--- src/rtl/intra_mb_sequencer_if.sv ---
// Handshake and status bundle between the intra reconstruction sequencer and its neighbours.
// The sequencer uses the slave modport. The stage that drives start, the tokens and out_ready uses the master modport.
interface intra_mb_sequencer_if #(
    parameter int MBW = 16
);
    logic           start;
    logic           res_valid;
    logic           res_ready;
    logic [2:0]     res_mode;
    logic           recon_enable;
    logic [12:0]    recon_mbnumber;
    logic [2:0]     recon_mode;
    logic           out_valid;
    logic           out_ready;
    logic [MBW-1:0] out_mbnumber;
    logic           mode_err;
    logic           busy;
    logic           frame_done;

    modport master (
        output start, res_valid, res_mode, out_ready,
        input  res_ready, recon_enable, recon_mbnumber, recon_mode,
               out_valid, out_mbnumber, mode_err, busy, frame_done
    );

    modport slave (
        input  start, res_valid, res_mode, out_ready,
        output res_ready, recon_enable, recon_mbnumber, recon_mode,
               out_valid, out_mbnumber, mode_err, busy, frame_done
    );
endinterface

--- src/rtl/intra_mb_sequencer.sv ---
// Frame-level sequencer: walks macroblocks in raster order, one token each.
// Each token drives the shared reconstruction datapath for a fixed latency, then a completion is presented downstream.
//
// state  | meaning
// IDLE   | waiting for start, res_ready low
// FETCH  | accepting the next residue/mode token
// RUN    | recon_enable high, latency counter running down
// OUTPUT | completion offered downstream, held until out_ready
module intra_mb_sequencer #(
    parameter int LENGTH        = 1280,
    parameter int WIDTH         = 720,
    parameter int MB_SIZE_L     = 4,
    parameter int MB_SIZE_W     = 4,
    parameter int RECON_LATENCY = 2,
    parameter int MBW           = 16
) (
    input  logic                 clk,
    input  logic                 reset,
    intra_mb_sequencer_if.slave  bus
);
    localparam int N       = (LENGTH / MB_SIZE_L) * (WIDTH / MB_SIZE_W);
    localparam int MAXMODE = (MB_SIZE_L == 4) ? 7 : 2;
    localparam int LATW    = (RECON_LATENCY > 1) ? $clog2(RECON_LATENCY) : 1;

    localparam logic [LATW-1:0] LAT_LOAD = LATW'(RECON_LATENCY - 1);
    localparam logic [MBW-1:0]  LAST_MB  = MBW'(N - 1);

    localparam logic [1:0] IDLE   = 2'd0;
    localparam logic [1:0] FETCH  = 2'd1;
    localparam logic [1:0] RUN    = 2'd2;
    localparam logic [1:0] OUTPUT = 2'd3;

    logic [1:0]      state_q, state_d;
    logic [MBW-1:0]  mb_q, mb_d;
    logic [LATW-1:0] lat_q, lat_d;
    logic [2:0]      mode_q, mode_d;
    logic            mode_err_q, mode_err_d;
    logic            done_q, done_d;

    always_comb begin
        state_d    = state_q;
        mb_d       = mb_q;
        lat_d      = lat_q;
        mode_d     = mode_q;
        mode_err_d = 1'b0;
        done_d     = 1'b0;
        case (state_q)
            IDLE: begin
                if (bus.start) begin
                    mb_d    = '0;
                    state_d = FETCH;
                end
            end
            FETCH: begin
                if (bus.res_valid) begin
                    lat_d   = LAT_LOAD;
                    state_d = RUN;
                    // Illegal modes fall back to mode 0 so the datapath never sees them.
                    if (int'(bus.res_mode) > MAXMODE) begin
                        mode_d     = '0;
                        mode_err_d = 1'b1;
                    end else begin
                        mode_d = bus.res_mode;
                    end
                end
            end
            RUN: begin
                if (lat_q == '0) begin
                    state_d = OUTPUT;
                end else begin
                    lat_d = lat_q - 1'b1;
                end
            end
            OUTPUT: begin
                if (bus.out_ready) begin
                    if (mb_q == LAST_MB) begin
                        done_d  = 1'b1;
                        mb_d    = '0;
                        state_d = IDLE;
                    end else begin
                        mb_d    = mb_q + 1'b1;
                        state_d = FETCH;
                    end
                end
            end
            default: state_d = IDLE;
        endcase
    end

    always_ff @(posedge clk) begin
        if (reset) begin
            state_q    <= IDLE;
            mb_q       <= '0;
            lat_q      <= '0;
            mode_q     <= '0;
            mode_err_q <= 1'b0;
            done_q     <= 1'b0;
        end else begin
            state_q    <= state_d;
            mb_q       <= mb_d;
            lat_q      <= lat_d;
            mode_q     <= mode_d;
            mode_err_q <= mode_err_d;
            done_q     <= done_d;
        end
    end

    assign bus.res_ready      = (state_q == FETCH);
    assign bus.recon_enable   = (state_q == RUN);
    assign bus.recon_mbnumber = mb_q[12:0];
    assign bus.recon_mode     = mode_q;
    assign bus.out_valid      = (state_q == OUTPUT);
    assign bus.out_mbnumber   = mb_q;
    assign bus.mode_err       = mode_err_q;
    assign bus.frame_done     = done_q;
    // The frame_done cycle is already IDLE but still counts as busy.
    assign bus.busy           = (state_q != IDLE) | done_q;
endmodule

--- src/flat_wrapper.sv ---
// flat-port wrapper written by rule: the top's interface ports become plain ports
module intra_mb_sequencer_flat 
#(
    parameter int LENGTH        = 1280,
    parameter int WIDTH         = 720,
    parameter int MB_SIZE_L     = 4,
    parameter int MB_SIZE_W     = 4,
    parameter int RECON_LATENCY = 2,
    parameter int MBW           = 16
)
  (clk, reset, bus_start, bus_res_valid, bus_res_mode, bus_out_ready, bus_res_ready, bus_recon_enable, bus_recon_mbnumber, bus_recon_mode, bus_out_valid, bus_out_mbnumber, bus_mode_err, bus_busy, bus_frame_done);
  intra_mb_sequencer_if #(.MBW(MBW)) bus_i ();
  input  logic clk;
  input  logic reset;
  input wire logic [$bits(bus_i.start)-1:0] bus_start;
  input wire logic [$bits(bus_i.res_valid)-1:0] bus_res_valid;
  input wire logic [$bits(bus_i.res_mode)-1:0] bus_res_mode;
  input wire logic [$bits(bus_i.out_ready)-1:0] bus_out_ready;
  output wire logic [$bits(bus_i.res_ready)-1:0] bus_res_ready;
  output wire logic [$bits(bus_i.recon_enable)-1:0] bus_recon_enable;
  output wire logic [$bits(bus_i.recon_mbnumber)-1:0] bus_recon_mbnumber;
  output wire logic [$bits(bus_i.recon_mode)-1:0] bus_recon_mode;
  output wire logic [$bits(bus_i.out_valid)-1:0] bus_out_valid;
  output wire logic [$bits(bus_i.out_mbnumber)-1:0] bus_out_mbnumber;
  output wire logic [$bits(bus_i.mode_err)-1:0] bus_mode_err;
  output wire logic [$bits(bus_i.busy)-1:0] bus_busy;
  output wire logic [$bits(bus_i.frame_done)-1:0] bus_frame_done;
  assign bus_i.start = bus_start;
  assign bus_i.res_valid = bus_res_valid;
  assign bus_i.res_mode = bus_res_mode;
  assign bus_i.out_ready = bus_out_ready;
  assign bus_res_ready = bus_i.res_ready;
  assign bus_recon_enable = bus_i.recon_enable;
  assign bus_recon_mbnumber = bus_i.recon_mbnumber;
  assign bus_recon_mode = bus_i.recon_mode;
  assign bus_out_valid = bus_i.out_valid;
  assign bus_out_mbnumber = bus_i.out_mbnumber;
  assign bus_mode_err = bus_i.mode_err;
  assign bus_busy = bus_i.busy;
  assign bus_frame_done = bus_i.frame_done;
  intra_mb_sequencer #(.LENGTH(LENGTH), .WIDTH(WIDTH), .MB_SIZE_L(MB_SIZE_L), .MB_SIZE_W(MB_SIZE_W), .RECON_LATENCY(RECON_LATENCY), .MBW(MBW)) u_core (.clk(clk), .reset(reset), .bus(bus_i));
endmodule
--- config.mk ---
export PLATFORM = sky130hd
export DESIGN_NAME = intra_mb_sequencer_flat
export DESIGN_NICKNAME = d
export VERILOG_FILES = /design/src/rtl/intra_mb_sequencer_if.sv /design/src/rtl/intra_mb_sequencer.sv /design/src/flat_wrapper.sv
export SDC_FILE = /design/constraint.sdc
export NUM_CORES = 1
export LEC_CHECK = 0
export ABC_AREA = 1
export ABC_CLOCK_PERIOD_IN_PS = 1960
export BUFFER_PORTS_ARGS = -buffer_cell sky130_fd_sc_hd__buf_2
export CORE_ASPECT_RATIO = 0.6
export CORE_MARGIN = 3
export CORE_UTILIZATION = 53
export CTS_BUF_LIST = sky130_fd_sc_hd__clkbuf_2 sky130_fd_sc_hd__clkbuf_4 sky130_fd_sc_hd__clkbuf_8
export DETAILED_ROUTE_END_ITERATION = 12
export PLACE_DENSITY = 0.82
export SLEW_MARGIN = 20
export SYNTH_ARGS = -nofsm -noshare
export SYNTH_HDL_FRONTEND = slang
export SYNTH_SLANG_ARGS = --single-unit
export TNS_END_PERCENT = 20
--- constraint.sdc ---
create_clock -name clk -period 1.96 [get_ports clk]
set_input_delay 0.196 -clock clk [delete_from_list [all_inputs] [get_ports clk]]
set_output_delay 0.196 -clock clk [all_outputs]
set_load 0.02 [all_outputs]
# Yosys cells after proc, flatten, opt, wreduce, memory -nomap -nowiden
# Cells that the tools add are included.
[op_classes]
addsub = 2
eq_ne = 8
n_mux = 14
bitwise = 3
n_reduce_logical = 9
[ops]
columns = ["operator", "n"]
rows = [
  ["$mux 16", 3],
  ["$pmux 16 s2", 1],
  ["$add 16x1->16 const B", 1],
  ["$eq 16x16->1 const B", 1],
  ["$mux 2", 4],
  ["$ne 2x2->1 const B", 4],
  ["$pmux 2 s4", 1],
  ["$reduce_bool 2->1", 3],
  ["$eq 2x2->1 const B", 2],
  ["$mux 1", 4],
  ["$reduce_and 2->1", 2],
  ["$reduce_and 4->1", 1],
  ["$reduce_and 3->1", 1],
  ["$reduce_or 3->1", 1],
  ["$eq 2x1->1 const B", 1],
  ["$logic_not 2->1", 1],
  ["$not 1->1", 2],
  ["$pmux 1 s2", 1],
  ["$or 1x1->1", 1],
  ["$sub 1x1->1 const B", 1],
]
[totals]
regBits = 23
output_inout_bits = 38
elab_cells = 41

# Longest topological paths before layout
# Gate-level depths: netlist (run 1).
[logic_depth]
depth_word = 4
ltp_mapped = 10

# Worst setup path before layout (run 1)
# OpenSTA, ideal clock, no wires.
[synth_timing]
path_kind = "reg-to-reg"
from = "reg u_core.state_q[0]"
to = "reg u_core.mb_q[7], in the netlist u_core.bus.out_mbnumber[7]"
arrival_time_ps = 1497
t_required_ps = 1843
slack_ps = 346
stages_incl_launch_ff = 11
path_buffers = 1
synth_period_minus_slack_ps = 1614
cell_sequence = "dfxtp_1 > ha_1 > buf_4 > nand2_2 > o21ai_2 > nor2_4 > nand2_1 > nor2_2 > nand2_1 > o21ai_0 > nor2_2"
[synth_between]
elab_chain_cells = 3
[synth_rtl]
columns = ["item", "line", "text"]
rows = [
  ["start: declaration", "intra_mb_sequencer.sv:33", "logic [1:0] state_q, state_d;"],
  ["start signal: assignment", "intra_mb_sequencer.sv:99", "state_q <= state_d;"],
  ["$eq 2x2->1 *", "n/a", ""],
  ["via bus_out_valid", "flat_wrapper.sv:23", "output wire logic [$bits(bus_i.out_valid)-1:0] bus_out_valid;"],
  ["$ne 2x2->1 (no line) / $reduce_bool 2->1 (equally long branches)", "n/a", ""],
  ["$reduce_and 3->1 (no line)", "n/a", ""],
  ["end signal: assignment", "intra_mb_sequencer.sv:100", "mb_q <= mb_d;"],
  ["end: declaration", "intra_mb_sequencer.sv:34", "logic [MBW-1:0] mb_q, mb_d;"],
]
# Mark *: on every way through the listed nets, which the timed path passes. The rest lies on a longest branch.
# A chain may end at the register's enable or synchronous reset.

# Worst setup path after layout (run 1)
[layout_timing]
from = "reg u_core.state_q[0]"
to = "reg u_core.mb_q[6], in the netlist u_core.bus.out_mbnumber[6]"
[layout_between]
elab_chain_cells = 3
[layout_rtl]
columns = ["item", "line", "text"]
rows = [
  ["$eq 2x2->1 / $logic_not 2->1 (equally long branches)", "intra_mb_sequencer.sv:47", "case (state_q)"],
  ["$ne 2x2->1 (no line) / $reduce_bool 2->1 (equally long branches)", "n/a", ""],
  ["$reduce_and 3->1 (no line)", "n/a", ""],
]
# Parallel ways exist; a longest one is shown, timed or not.

==> impl_results.md, run 1 <==
- Number of routed nets with antenna violations: 0
- Ant. Diodes: 0
- Via count: approximately 1.4k
- Hold Violations, Final: 0
- Netlist cell types: 26
- Setup TNS: 0 ns
- Status: finished, final reports clean
- Post-DP Area: 1650 um^2
- Maximum net fanout on the critical path: 15
- Fin crit share: 86.4%
- Busiest metal layer after global routing: met1
- Overall power: 1.61 mW
- Max Clk Rate: 590 MHz
- Slew Limit Fails: 0
- Final WL: 3240 um
- RD Place Congestion: 0.867
- Die area: roughly 3600 um^2
- Skew-Pair Late Insertion Delay: 0.27 ns
- Initial Util: roughly 58%
- Met1 Track Usage GR: 29.6%
- Layout net count: 266
- Hold_ws: 0.172 ns
- Crit path DAT: approximately 1.9 ns
- Power share of the sequential group: between 30% and 40%
- Starting DRT DRC Count: 126
- Class of the worst hold path: in -> reg
- Static leakage: 0.773 nW
- Hold Crit Depth: 3
- CP Cell Sequence: inv_1 -> ha_1 -> o21ai_2 -> nand2_2 -> nor3_2 -> nand3_1 -> nand2_1 -> nor2_2
- Initial antenna violation count: 0
- FP Rows: 14
- Max Clock Skew: about 0.009 ns
- Sequential fraction of the synthesis area: 30.3%
- Drt drc: 0
- Area delta synth->final: 11.3%
- Detail Placement HPWL: 2570 um
- WL/cell: 11.4 um
- Worst Reg-to-Reg Cells: 8
- CP endpoint kind: flop
- Reg2reg setup slack: 0.27 ns
- Grt total ovfl: 0
- Largest net degree at the start of global routing: 16
- DR vias/cell: 4.95
- Cell internal pwr: 897 uW
- Slowest CP cell: dfxtp_1
- Num CTS Buffers: 3
- Switch share: approximately 44%
- Synth Register Bits: 23
- Final Setup Violations: 0
- VDD IR-drop max: 902 uV
- Syn_area_per_cell: 6.92 um^2
- Synth warnings: 0
- Drt first pass iters: 4
- Mapped Area: 1520 um^2
- Filler instances: 238
- TritonCTS clock tree: yes
- Crit path launch type: flop
- Synth Net Count: 233
- GR met2 Demand/Resource: 28.9%
- P_sw: 715 uW
- Combinational share of power: 45.6%
- IO Count: 46
- Worst path max stage delay: 0.40 ns
- First-pass GRT wire length: 5310 um
- Clock buffer depth: 2
- Crit Path Class: reg -> reg
- Vias in the first global route: between 1k and 1.5k
- Root Buffer: clkbuf_8
- Max_cap viols: 0
- Critical Path RT: about 2.1 ns
- # clock sinks: 23
- Final worst path period need: 1.69 ns
- Core box area: 2610 um^2
- RSZ-0062 raised after global routing: no
- Die width: 75.2 um
- Clock Power Share: 18.4%
- PD cells: roughly 950 nW/um^2
- M3 GR Usage: under 10%
- Htree depth: 1
- I/O Buffers: 44
- Syn Inst Count: 220
- Die height: around 48 um
- Clk slew on worst S/H paths: 0.09 ns
- Ratio of cells with drive above 1 in the final layout: between 30% and 40%
- Total Routing Usage GR: 19.6%
- Cell area after layout: around 1700 um^2
==> critical path, delay by kind of cell (launching register included) <==
family / cells / cell delay, ns
AO/OA/AOI/OAI: 1 / 0.16
adder cells (fa/ha/maj): 1 / 0.26
flip-flops: 1 / 0.40
buffers and inverters: 1 / 0.08
AND/OR/NAND/NOR: 5 / 0.69
==> cells by family (layout without fill, tap and decap cells) <==
group,after synthesis,in the layout,synth area share [%]
adders and majority gates,5,5,4.11
other,1,1,0.246
xor gates and xnor gates,2,2,1.15
buffers and inverters,48,80,17.1
AOI/OAI and AO/OA,19,19,7.24
and+or+nand+nor,122,122,39.9
DFF,23,23,30.3
==> registers in the layout, summed over array words and instances (netlist names) <==
signal,cells
u_core.bus.out_mbnumber,16
u_core.bus.frame_done,1
u_core.lat_q,1
u_core.state_q,2
u_core.bus.recon_mode,3
==> synth_stat cells <==
library cell / instances / area share (%)
nor2_2: 9 / 3.7
nand3_1: 14 / 4.6
conb_1: 1 / 0.25
a21oi_2: 2 / 1.2
nor3_1: 4 / 1.3
inv_1: 27 / 6.7
o21ai_0: 6 / 2.0
nor3_2: 5 / 3.3
nor2_1: 30 / 7.4
o21ai_1: 3 / 0.99
a21oi_1: 6 / 2.0
nand2_2: 6 / 2.5
nor4_1: 1 / 0.41
nand2_1: 41 / 10
dfxtp_1: 23 / 30
xnor2_1: 2 / 1.2
buf_6: 1 / 0.74
or2_2: 1 / 0.41
nor2_4: 3 / 2.2
o21ai_2: 2 / 1.2
nand2_4: 2 / 1.5
buf_12: 1 / 1.3
nand4_1: 6 / 2.5
buf_4: 15 / 7.4
inv_2: 4 / 0.99
ha_1: 5 / 4.1
==> worst paths after layout <==
check | start | to
max | u_core.state_q[0] | u_core.bus.out_mbnumber[6]
min | bus_res_mode[0] | u_core.bus.recon_mode[0]
max reg2reg | u_core.state_q[0] | u_core.bus.out_mbnumber[6]
min reg2reg | u_core.bus.recon_mode[0] | u_core.bus.recon_mode[0]
==> layer usage <==
layer,routed length (um),part of all wire [%]
met1,1680,52
met2,1280,40
met3,272,8.4
met4,11,0.34
met5,0,0
==> power groups by stage <==
stage	registers (mW)	clock network, mW	logic (mW)
after floorplan	0.626	0	0.609
after global placement	0.587	0	0.729
after detailed placement	0.590	0	0.733
after CTS	0.579	0.304	0.736
after global routing	0.591	0.327	0.810
final	0.580	0.297	0.736
==> area by class of cell <==
cell class / instances / area [um^2] / area share (%)
Tap cell: 32 / 40.0 / 2.36
Inverter: 31 / 116 / 6.87
Clock buffer: 3 / 41.3 / 2.44
Timing Repair Buffer: 45 / 228 / 13.4
Clock inverter: 1 / 5.00 / 0.295
Sequential cell: 23 / 460 / 27.2
Multi-Input combinational cell: 149 / 803 / 47.4
==> what timing repair did <==
action                                  4_1_cts  5_1_grt
endpoints found under the hold margin         0        0
hold buffers                                  0        0
gates resized for setup                       0        1
setup buffers                                 0        0
endpoints found under the setup margin        0        1
==> placed cells by master, fill, tap and decap left out <==
cell      Yosys  final
nand4_1       6      6
inv_2         4      4
buf_4        15      1
o21ai_1       3      3
nand2_1      41     41
nor3_1        4      4
nor2_1       30     30
a21oi_1       6      6
conb_1        1      1
buf_2         0     44
clkinv_2      0      1
xnor2_1       2      2
nor4_1        1      1
inv_1        27     27
o21ai_2       2      2
nor3_2        5      5
nand3_1      14     14
or2_2         1      1
nand2_2       6      6
nor2_2        9      9
o21ai_0       6      6
nor2_4        3      3
nand2_4       2      2
ha_2          0      1
dfxtp_1      23     23
ha_1          5      4
clkbuf_8      0      3
a21oi_2       2      2
==> per-stage QoR <==
stage,util [%],std cells,worst slack [ns]
2_1_floorplan,-,220,0.346
3_5_place_dp,63.0,280,0.195
4_1_cts,64.8,284,0.188
6_report,64.9,284,0.266
3_3_place_gp,63.0,280,0.280
5_1_grt,64.9,284,0.0881
Note: power is estimated with default switching activity, not from simulation.
==> inputs of run 2 (changes only) <==
--- a/config.mk
+++ b/config.mk
@@ -14,6 +14,7 @@
 export CTS_BUF_LIST = sky130_fd_sc_hd__clkbuf_2 sky130_fd_sc_hd__clkbuf_4 sky130_fd_sc_hd__clkbuf_8
 export DETAILED_ROUTE_END_ITERATION = 12
 export PLACE_DENSITY = 0.82
+export REMOVE_ABC_BUFFERS = 1
 export SLEW_MARGIN = 20
 export SYNTH_ARGS = -nofsm -noshare
 export SYNTH_HDL_FRONTEND = slang
==> run 2 against run 1 <==
- global-route usage is 0.62 points lower
- combinational power increased by 0.8%
- critical path type unchanged
- critical endpoint unchanged
- largest cell class unchanged
- sequential power is 0.9% higher
- routed wire length increased by 1.8%
==> impl_results.md, run 2 (synthesis gave the netlist of run 1 again) <==
- Layout net count: 265 (-0.38%)
- Reg2reg setup slack: 0.22 ns (-0.04 ns)
- Htree depth: 1 (unchanged)
- Die area: 3570 um^2 (unchanged)
- Total Routing Usage GR: 19.0% (-0.62 points)
- P_sw: 718 uW (+0.43%)
- Multi-input logic area: 803 um^2 (unchanged)
- Worst Reg-to-Reg Cells: 8 (unchanged)
- Hold Violations, Final: 0 (unchanged)
- Final Setup Violations: 0 (unchanged)
- Root Buffer: clkbuf_8
- Starting DRT DRC Count: 82 (-35%)
- Skew-Pair Late Insertion Delay: 0.26 ns (about the same)
- Critical R2R Launch: u_core.state_q[0]
- Num CTS Buffers: 3 (unchanged)
- Overall power: 1.63 mW (+1.3%)
- Family with the most delay on the worst path: simple AND/OR/NAND/NOR gates
- Power share of the sequential group: 35.8% (-0.2 points)
- RSZ-0062 raised after global routing: no
- Filler instances: 260 (+9.2%)
- Final worst path period need: 1.74 ns (+0.0420 ns)
- Buf/Inv on CP: 1 (unchanged)
- Clock Power Share: 18.8% (+0.4 points)
- Grt total ovfl: 0 (unchanged)
- First-pass GRT wire length: 5040 um (-5.1%)
- Worst R2R End: u_core.bus.out_mbnumber[6]
- FP Rows: 14 (unchanged)
- Number of routed nets with antenna violations: 0 (unchanged)
- Fin crit share: 88.6% (+2.1 points)
- Clock buffer depth: 2 (unchanged)
- Pre-CTS setup slack: 0.182 ns (-0.0126 ns)
- Post-CTS setup buffers: 0 (unchanged)
- Final WS setup: 0.224 ns (-0.0420 ns)
- Non-filler instance count after layout: 283 (-0.35%)
- Detail Placement HPWL: 2580 um (+0.49%)
- VDD IR-drop max: 711 uV (-21%)
- Ant. Diodes: 0 (unchanged)
- Via count: 1379 (-1.9%)
- Maximum net fanout on the critical path: 15 (unchanged)
- RD Place Congestion: 0.880 (+1.5%)
- DP Cell Count: 279 (-0.36%)
- DR vias/cell: 4.87 (-1.6%)
- Drt first pass iters: 4 (unchanged)
- WL/cell: 11.7 um (+2.2%)
- Final WL: 3300 um (+1.8%)
- Cell internal pwr: 915 uW (+2.0%)
- Largest net degree at the start of global routing: 16 (unchanged)
- Max Clk Rate: 576 MHz (-2.4%)
- Crit path launch type: flop
- Combinational share of power: 45.5% (about the same)
- Leading cell type in the layout, fill and taps excluded: buf_2
- Crit path DAT: 1.89 ns (+0.03 ns)
- Status: finished, final reports clean
- Max_cap viols: 0 (unchanged)
- Ratio of cells with drive above 1 in the final layout: 33.1% (-0.27 points)
- Slew Limit Fails: 0 (unchanged)
- Critical Path RT: 2.12 ns (about the same)
- Area delta synth->final: 11.0%
- Switch share: 44.0% (-0.39 points)
- Hold Path End: u_core.bus.recon_mode[0]
- Die width: 75.2 um (unchanged)
- CTS Hold Bufs: 0 (unchanged)
- Max reg flops: 16 (unchanged)
- IO Count: 46 (unchanged)
- CP Cell Sequence: ha_2 -> inv_2 -> o21ai_2 -> nand2_2 -> nor3_2 -> nand3_1 -> nand2_1 -> nor2_2
- Worst path max stage delay: 0.43 ns (+0.03 ns)
- Max Clock Skew: 0.00139 ns (-0.00744 ns)
- Initial Util: 58.3% (unchanged)
- Crit Path Class: reg -> reg
- Core box area: 2610 um^2 (unchanged)
- Hold Crit Depth: 3 (unchanged)
- Slowest CP cell: dfxtp_1
- Vias in the first global route: 1071 (-6.5%)
- # clock sinks: 23 (unchanged)
- CP endpoint kind: flop
- Clk slew on worst S/H paths: 0.08 ns (about the same)
- Min-delay src: bus_res_mode[0]
- Storage element area: 460 um^2 (unchanged)
- Drt drc: 0 (unchanged)
- Die height: 47.5 um (unchanged)
- Setup TNS: 0 ns (unchanged)
- Commonest cells after routing, fill and taps aside: buf_2 (44), nand2_1 (41), nor2_1 (30)
- Static leakage: 0.768 nW (-0.62%)
- PD cells: 967 nW/um^2 (+1.6%)
- Initial antenna violation count: 0 (unchanged)
- TritonCTS clock tree: yes
- Class of the worst hold path: in -> reg
- I/O Buffers: 44 (unchanged)
run 2: cell types whose count changed in the layout (fill, tap and decap cells not counted), sizes merged:
cell | before | now
buf | 45 | 44
clkbuf | 3 | 4
clkinv | 1 | 0
run 2: repair_timing:
action	4_1_cts	5_1_grt
resized for setup	0	1
setup endpoints to repair	0	3
hold endpoints to repair	0	0
run 2: per-stage QoR:
step	util [%]	hold slack (ns)	cell area, um^2
3_5_place_dp	62.8	0.460	1640
3_3_place_gp	62.8	0.453	1640
5_1_grt	64.7	0.197	1690
4_1_cts	64.6	0.184	1690
6_report	64.7	0.185	1690
2_1_floorplan	-	0.265	1380
run 2: worst max path at each step:
stage / from / endpoint / slack (ns) / cells after the start
global placement: u_core.state_q[0] / u_core.bus.out_mbnumber[6] / 0.27 / 8
floorplan: u_core.state_q[0] / u_core.bus.out_mbnumber[6] / 0.25 / 8
CTS: u_core.state_q[0] / u_core.bus.out_mbnumber[6] / 0.14 / 8
finish: u_core.state_q[0] / u_core.bus.out_mbnumber[6] / 0.22 / 8
detailed placement: u_core.state_q[0] / u_core.bus.out_mbnumber[6] / 0.18 / 8
global route: u_core.state_q[0] / u_core.bus.out_mbnumber[6] / 0.02 / 8
run 2: power by group through the flow:
stage	Clock [mW]	Sequential [mW]	Combinational (mW)
after global placement	0	0.586	0.727
final	0.306	0.585	0.742
after CTS	0.317	0.584	0.741
after detailed placement	0	0.594	0.737
after global routing	0.338	0.598	0.815
after floorplan	0	0.653	0.490
run 2: routing by layer:
metal / global-route usage (%) / share of wire, % / up-vias
li1: - / - / 733
met1: 28.4 / 53 / 609
met2: 28.0 / 41 / 35
met3: 5.03 / 5.6 / 2
met4: 2.09 / 0.39 / 0
met5: 0 / 0 / -
run 2: worst min-delay path, stage by stage:
cell and delay (ns):
buf_2 0.07, o21ai_0 0.07, nor2_1 0.08
run 2: cell type report:
cell class | count | area share [%]
clock buffer | 4 | 2.89
inverter | 31 | 6.89
multi-input combinational | 149 | 47.6
sequential | 23 | 27.3
tap | 32 | 2.37
timing repair buffer | 44 | 13.0
==> inputs of run 3 (changes only) <==
--- a/config.mk
+++ b/config.mk
@@ -9,7 +9,6 @@
 export ABC_CLOCK_PERIOD_IN_PS = 1960
 export BUFFER_PORTS_ARGS = -buffer_cell sky130_fd_sc_hd__buf_2
 export CORE_ASPECT_RATIO = 0.6
-export CORE_MARGIN = 3
 export CORE_UTILIZATION = 53
 export CTS_BUF_LIST = sky130_fd_sc_hd__clkbuf_2 sky130_fd_sc_hd__clkbuf_4 sky130_fd_sc_hd__clkbuf_8
 export DETAILED_ROUTE_END_ITERATION = 12
==> run 3 against run 2 <==
- first-iteration DRC count rose by 18%
- global-route usage rose by 3.9 points
- via count is 1.1% higher
- clock-buffer cell count fell by 1
- clock power down 2%
- total power decreased by 0.72%
- largest power group unchanged
- the run now ends with DRC left
- routed wire length fell by 2.7%
==> impl_results.md, run 3 (synthesis gave the netlist of run 1 again) <==
- Final WL: 3210 um (-2.7%)
- Via count: 1394 (+1.1%)
- Starting DRT DRC Count: 97 (+18%)
- Failing checks: DRC
- RD Place Congestion: 0.862 (-2.1%)
- Critical Path Start: u_core.state_q[0]
- Final Setup Violations: 0 (unchanged)
- Skew-Pair Late Insertion Delay: 0.27 ns (about the same)
- TritonCTS clock tree: yes
- CP endpoint kind: flop
- CTS Hold Bufs: 0 (unchanged)
- Max_cap viols: 0 (unchanged)
- Max Clock Skew: 0.00183 ns (+0.000437 ns)
- RSZ-0062 raised after global routing: no
- Layout net count: 265 (unchanged)
- Root Buffer: clkbuf_8
- Total Routing Usage GR: 22.9% (+3.9 points)
- Clk slew on worst S/H paths: 0.08 ns (about the same)
- Clock buffer depth: 2 (unchanged)
- Ratio of cells with drive above 1 in the final layout: 33.1% (unchanged)
- FP Rows: 14 (unchanged)
- Crit path launch type: flop
- Crit Path Class: reg -> reg
- Die width: 71.2 um (-5.3%)
- PD cells: 961 nW/um^2 (-0.57%)
- Critical R2R Launch: u_core.state_q[0]
- Filler instances: 239 (-8.1%)
- Initial antenna violation count: 0 (unchanged)
- Core box area: 2610 um^2 (unchanged)
- Drt drc: 4 (+4)
- IO Count: 46 (unchanged)
- Pre-CTS setup slack: 0.186 ns (+0.00362 ns)
- Num CTS Buffers: 3 (unchanged)
- Static leakage: 0.768 nW (about the same)
- Final worst path period need: 1.71 ns (-0.0284 ns)
- Htree depth: 1 (unchanged)
- Min-delay src: bus_res_mode[2]
- DR vias/cell: 4.93 (+1.1%)
- Hold Violations, Final: 0 (unchanged)
- Status: finished with violations
- VDD IR-drop max: 926 uV (+30%)
- Post-DP Area: 1640 um^2 (unchanged)
- Leading cell type in the layout, fill and taps excluded: buf_2
- WL/cell: 11.3 um (-2.7%)
- Grt total ovfl: 0 (unchanged)
- Setup TNS: 0 ns (unchanged)
- Detail Placement HPWL: 2460 um (-4.9%)
- Drt first pass iters: 9 (+5)
- Number of routed nets with antenna violations: 0 (unchanged)
- Initial Util: 58.3% (unchanged)
- Slowest CP cell: dfxtp_1
- CP Cell Sequence: ha_2 -> inv_2 -> o21ai_2 -> nand2_2 -> nor2_1 -> nand4_1 -> o21ai_1 -> nor2_2
- Max Clk Rate: 586 MHz (+1.7%)
- # resized after CTS: 0 (unchanged)
- Cell area after layout: 1690 um^2 (-0.15%)
- Vias in the first global route: 1161 (+8.4%)
- Worst path max stage delay: 0.41 ns (-0.02 ns)
- Ant. Diodes: 0 (unchanged)
- Crit path DAT: 1.87 ns (-0.02 ns)
- Maximum net fanout on the critical path: 15 (unchanged)
- Commonest cells after routing, fill and taps aside: buf_2 (44), nand2_1 (41), nor2_1 (30)
- Area delta synth->final: 10.9%
- Critical Path RT: 2.12 ns (about the same)
- First-pass GRT wire length: 5560 um (+10%)
- Post-CTS setup buffers: 0 (unchanged)
- # clock sinks: 23 (unchanged)
- I/O Buffers: 44 (unchanged)
- Max reg flops: 16 (unchanged)
- Reg2reg setup slack: 0.25 ns (+0.03 ns)
- Die height: 43.5 um (-8.4%)
- Largest net degree at the start of global routing: 16 (unchanged)
- Fin crit share: 87.1% (-1.4 points)
- Class of the worst hold path: in -> reg
- Slew Limit Fails: 0 (unchanged)
- Final WS setup: 0.253 ns (+0.0284 ns)
- Die area: 3100 um^2 (-13%)
- Hold_ws: 0.176 ns (-0.00919 ns)
[run 3: final timing paths]
path	end	cells after the start
max reg2reg	u_core.bus.out_mbnumber[9]	8
max	u_core.bus.out_mbnumber[9]	8
min	u_core.bus.recon_mode[2]	3
min reg2reg	u_core.bus.recon_mode[1]	2
[run 3: through the flow]
step	utilization, %	power (mW)	std cells
floorplan	-	1.14	203
global placement	62.8	1.31	279
detailed placement	62.8	1.32	279
CTS	64.5	1.62	283
global route	64.6	1.74	283
finish	64.6	1.62	283
[run 3: report_power, final]
part | switching (mW) | internal [mW]
clock | 0.157 | 0.142
combinational | 0.514 | 0.227
sequential | 0.0545 | 0.526
[run 3: area by class of cell]
| type | instances | area, um^2 | area share (%) |
|---|---|---|---|
| inverters | 31 | 116 | 6.90 |
| clock buffers | 3 | 41.3 | 2.45 |
| repair buffers | 44 | 220 | 13.1 |
| multi-input cells | 149 | 803 | 47.6 |
| well taps | 32 | 40.0 | 2.37 |
| clock inverters | 1 | 5.00 | 0.297 |
| flip-flops and latches | 23 | 460 | 27.3 |
[run 3: metal layers]
layer | wire length [um] | GRT usage [%] | vias up
met2 | 1250 | 32.4 | 45
met1 | 1760 | 35.0 | 612
li1 | - | - | 735
met5 | 0 | 0 | -
met3 | 193 | 6.28 | 2
met4 | 10 | 3.60 | 0
[run 3: critical path: cells and delay by family, from the launching register on]
kind	cells	cell delay, ns
AND/OR/NAND/NOR	4	0.58
buffers and inverters	1	0.06
adder cells (fa/ha/maj)	1	0.32
AO/OA/AOI/OAI	2	0.23
flip-flops	1	0.41
